`config.mk`:
```
export PLATFORM = sky130hd
export DESIGN_NAME = clk_period_meter
export DESIGN_NICKNAME = d
export VERILOG_FILES = /design/src/rtl/clk_period_meter.sv
export SDC_FILE = /design/constraint.sdc
export NUM_CORES = 1
export LEC_CHECK = 0
export CORE_MARGIN = 2
export CORE_UTILIZATION = 50
export DETAILED_ROUTE_END_ITERATION = 10
export PLACE_DENSITY_LB_ADDON = 0.15
export SLEW_MARGIN = 20
export SYNTH_ARGS = -nofsm -noshare
export SYNTH_HDL_FRONTEND = slang
export SYNTH_SLANG_ARGS = --single-unit
```
`constraint.sdc`:
```
create_clock -name clk_in -period 3.35 [get_ports clk_in]
set_input_delay 0.335 -clock clk_in [delete_from_list [all_inputs] [get_ports clk_in]]
set_output_delay 0.335 -clock clk_in [all_outputs]
set_load 0.005 [all_outputs]
```
`src/rtl/clk_period_meter.sv`:
```
// clk_period_meter: measures the period and high time of a slow, asynchronous
// clock (or divided clock) in units of clk_in cycles. sig_in passes through a
// 3-flop synchroniser. Rising edges of the synchronised signal start and end
// each measurement. Every completed period produces a one-cycle valid strobe.
// If no edge arrives for MAX_PERIOD cycles, the block raises a sticky timeout
// and drops back to idle.
`timescale 1ns/1ps

module clk_period_meter #(
    parameter int CNT_W      = 16,
    parameter int MAX_PERIOD = 50000   // legal range 2 .. 2**CNT_W-1
) (
    input  logic             clk_in,
    input  logic             reset,
    input  logic             sig_in,
    output logic [CNT_W-1:0] period,
    output logic [CNT_W-1:0] high_time,
    output logic             valid,
    output logic             timeout,
    output logic             active
);

    localparam int SYNC_STAGES = 3;

    localparam logic [0:0] ST_IDLE    = 1'b0;
    localparam logic [0:0] ST_MEASURE = 1'b1;

    localparam logic [CNT_W-1:0] MAX_CNT = CNT_W'(MAX_PERIOD);
    localparam logic [CNT_W-1:0] ONE     = CNT_W'(1);

    // Synchroniser chain: r_sync[0] = s1, r_sync[1] = s2, r_sync[2] = s3.
    logic [SYNC_STAGES-1:0] r_sync;
    logic [SYNC_STAGES-1:0] w_sync_d;

    logic [0:0]       r_state;
    logic [CNT_W-1:0] r_cnt;
    logic [CNT_W-1:0] r_hcnt;
    logic [CNT_W-1:0] r_period;
    logic [CNT_W-1:0] r_high_time;
    logic             r_valid;
    logic             r_timeout;

    logic             w_s2;
    logic             w_s3;
    logic             w_rise;
    logic [CNT_W-1:0] w_cnt_inc;
    logic             w_at_limit;
    logic [CNT_W-1:0] w_s2_ext;

    // Each stage samples the one before it; stage 0 samples the raw input.
    assign w_sync_d = {r_sync[SYNC_STAGES-2:0], sig_in};

    assign w_s2       = r_sync[1];
    assign w_s3       = r_sync[2];
    assign w_rise     = w_s2 & ~w_s3;
    assign w_cnt_inc  = r_cnt + ONE;
    // cnt+1 reaching MAX_PERIOD means a full timeout window has passed since the last edge.
    assign w_at_limit = (w_cnt_inc == MAX_CNT);
    assign w_s2_ext   = {{(CNT_W-1){1'b0}}, w_s2};

    // Shift the asynchronous input through the synchroniser flops.
    always_ff @(posedge clk_in or posedge reset) begin
        if (reset) begin
            r_sync <= '0;
        end else begin
            r_sync <= w_sync_d;
        end
    end

    // Measurement FSM, counters and result registers.
    always_ff @(posedge clk_in or posedge reset) begin
        if (reset) begin
            r_state     <= ST_IDLE;
            r_cnt       <= '0;
            r_hcnt      <= '0;
            r_period    <= '0;
            r_high_time <= '0;
            r_valid     <= 1'b0;
            r_timeout   <= 1'b0;
        end else begin
            // valid is a single-cycle strobe; only a completed period raises it.
            r_valid <= 1'b0;
            case (r_state)
                ST_IDLE: begin
                    // The first edge only arms the meter. A pending timeout stays set
                    // until a real measurement completes.
                    if (w_rise) begin
                        r_state <= ST_MEASURE;
                        r_cnt   <= '0;
                        r_hcnt  <= ONE;
                    end
                end
                default: begin
                    if (w_rise) begin
                        // An edge that coincides with the limit still counts as a
                        // valid period equal to MAX_PERIOD.
                        r_period    <= w_cnt_inc;
                        r_high_time <= r_hcnt;
                        r_valid     <= 1'b1;
                        r_timeout   <= 1'b0;
                        r_cnt       <= '0;
                        // The edge cycle itself already sees s2 high.
                        r_hcnt      <= ONE;
                    end else if (w_at_limit) begin
                        r_timeout <= 1'b1;
                        r_state   <= ST_IDLE;
                        r_cnt     <= '0;
                        r_hcnt    <= '0;
                    end else begin
                        r_cnt  <= w_cnt_inc;
                        r_hcnt <= r_hcnt + w_s2_ext;
                    end
                end
            endcase
        end
    end

    assign period    = r_period;
    assign high_time = r_high_time;
    assign valid     = r_valid;
    assign timeout   = r_timeout;
    assign active    = (r_state == ST_MEASURE);

endmodule

```
==> metrics.yaml <==
route:
  num_vias: 2343
  drtAntennaViolNets: 0
  drt_wl_total_mm: 6.45
  route.detailed.drc: 0
  via_per_inst: 5.39
  routedWlPerCell_um: 14.8
  dr.pass1.iters: 4
  drtIter0Drc: 108
floorplanning:
  fp.dieH_um: 86.9
  start_util_pct: 51.1
  coreArea_um2: 6720
  fp-row-count: 30
  die-area_um2: 7550
  pin_count: 38
  die_w_um: 86.9
worst_setup_path:
  critical_path.max_fanout: 15
  crit_type: "reg2reg"
  endpoint_kind: "flop"
  worstPathArrival_ps: 2730
  start_kind: "flop"
  worstPathRequired_ps: 3550
global_route:
  grt_max_degree: 71
  grt_first_pass_wirelength_mm: 11.1
  antenna_found_initial: 0
  grt_use_total_pct: 18.8
  gr-total-overflow: 0
  first_global_vias: 2318
pwr:
  p_sw_share_pct: 27.7
  p_leak_nw: 1.73
  p_seq_share_pct: 51.3
  clkPwrFrac_pct: 33.5
  switchingPower_w: 0.000546
  p_int_w: 0.00142
  comb_power_share_pct: 15.2
  power_w: 0.00197
  ir_worst_vdd_mv: 0.234
  power.density_nw_per_um2: 498
timing:
  tightestPinTransition_ps: 880
  max_freq_ghz: 0.395
  finalCritPeriodShare_pct: 75.6
  final_hold_viol_count: 0
  slew_viol_final: 0
  fin_crit_ps: 2530
  slew-limit-headroom_pct: 41.3
  rsz0062_at_grt: "no"
  skew_ps: 5.71
  fin_tns_setup_ps: 0
  setup_violations: 0
synthesis:
  synth_area_per_cell_um2: 10.7
  ys_seq_area_share_pct: 51.0
  yosysWarnings: 0
  synth_edf_count: 0
  ys_types: 45
  syn-cell-area_um2: 3430
  ys.flop_type: "dfrtp_1"
  synth-seq-cells: 70
  synth_nets: 327
  synthCells: 320
  async_flop_share_pct: 100
clock_tree:
  cts_buffers: 9
  hold_buffers: 0
  cts_setup_buffers: 0
  cts_resized: 0
  cts_num_sinks: 70
  cts_max_path_buffers: 2
  path_clk_slew_ps: 80
  cts_root_buf: "clkbuf_8"
  clock_latency_ps: 350
  htree_levels: 3
  cts_tree: "built"
cells_and_area:
  drive_gt1_share_pct: 13.8
  postLayoutCoreUtil_pct: 58.9
  diodes: 0
  syn_to_final_growth_pct: 15.3
  fin_nets: 358
  final_cells: 435
status:
  status: "complete, no violations"
hold_path:
  hp-class: "reg2reg"
placement:
  io_buffers: 37
  hpwl_mm: 4.13
  dp_cells: 420
  gp_congestion: 0.828
flow_run:
  drv_cap: 0
## routing by layer
metal | part of all wire [%] | global-route usage (%) | up-vias
li1 | - | - | 1166
met1 | 49 | 24.6 | 1135
met2 | 47 | 30.6 | 34
met3 | 2.7 | 4.64 | 8
met4 | 1.3 | 6.39 | 0
met5 | 0 | 0 | -
## through the flow
step                hold WS [ps]  cell area [um^2]  setup slack (ps)
floorplan                    331              3430              1250
global placement             338              3770               925
detailed placement           339              3770               848
CTS                          357              3960               809
global route                 373              3960               586
finish                       355              3960               818
## placed cells by master (no fill, tap or decap), types with 2 or more instances in the layout
cell type	count
a31oi_1	4
inv_1	4
clkinvlp_4	2
nand2_1	37
a21oi_1	4
nor4_1	3
ha_1	4
nand3_1	15
or3_1	3
o21ai_0	23
xor2_1	27
nor2b_1	2
xnor2_1	9
clkdlybuf4s50_1	37
and3_1	7
buf_4	4
dfrtp_1	70
nor3_1	5
clkinv_2	2
clkbuf_8	9
mux2_2	16
nor2_2	4
o32ai_1	3
nand4_1	12
nor2_1	25
## synth_stat cells, drive strengths merged (5+ instances only)
cell type / n / area [um^2]
and3: 7 / 43.8
buf: 5 / 52.6
clkbuf: 16 / 110
dfrtp: 70 / 1750
inv: 5 / 18.8
mux2: 16 / 180
nand2: 37 / 139
nand3: 16 / 92.6
nand4: 13 / 96.3
nor2: 29 / 119
nor3: 5 / 25.0
nor4: 5 / 52.6
o21ai: 23 / 115
xnor2: 9 / 78.8
xor2: 27 / 236
## layout make-up
class | instances | area [um^2]
clock buffer | 9 | 124
clock inverter | 6 | 63.8
fill | 592 | 2760
multi-input combinational | 224 | 1500
sequential | 70 | 1750
inverter | 5 | 18.8
tap | 80 | 100
timing repair buffer | 41 | 400
## state kept, by name (all words and copies together) (netlist names)
register,cells
high_time,16
r_hcnt,16
period,16
timeout,1
active,1
r_cnt,16
r_sync,3
valid,1
## final timing paths
check                      startpoint             to  slack [ps]  cells after the start
hold / removal              r_sync[0]      r_sync[1]         360                      0
min in group asynchronous       reset  high_time[12]         570                      3
hold reg to reg             r_sync[0]      r_sync[1]         360                      0
setup / recovery             r_cnt[0]      r_hcnt[9]         820                      7
max in group asynchronous       reset      period[9]        2190                      3
setup reg to reg             r_cnt[0]      r_hcnt[9]         820                      7
## logic make-up after synthesis
group | after synthesis | synth area share (%)
compound gates | 40 | 7.69
fa+ha+maj | 4 | 1.46
flops | 70 | 51.0
mux | 17 | 5.54
simple gates | 127 | 19.8
xor+xnor | 36 | 9.18
buf+inv | 26 | 5.28
## power by group through the flow
stage / clock network (W) / logic (W) / registers, W
2_1_floorplan: 0 / 0.000217 / 0.000997
4_1_cts: 0.000681 / 0.000307 / 0.00101
3_5_place_dp: 0 / 0.000304 / 0.00103
5_1_grt: 0.000709 / 0.000335 / 0.00103
3_3_place_gp: 0 / 0.000302 / 0.00103
6_report: 0.000660 / 0.000298 / 0.00101
## worst max-delay path: stages (launching register included)
cell       delay (ps)
dfrtp_1           470
ha_1              300
nand4_1           130
or3_1             350
a21oi_1           180
o2111ai_2         180
o31ai_4           650
nor2_1            110
Power figures use the tool's default switching activity.
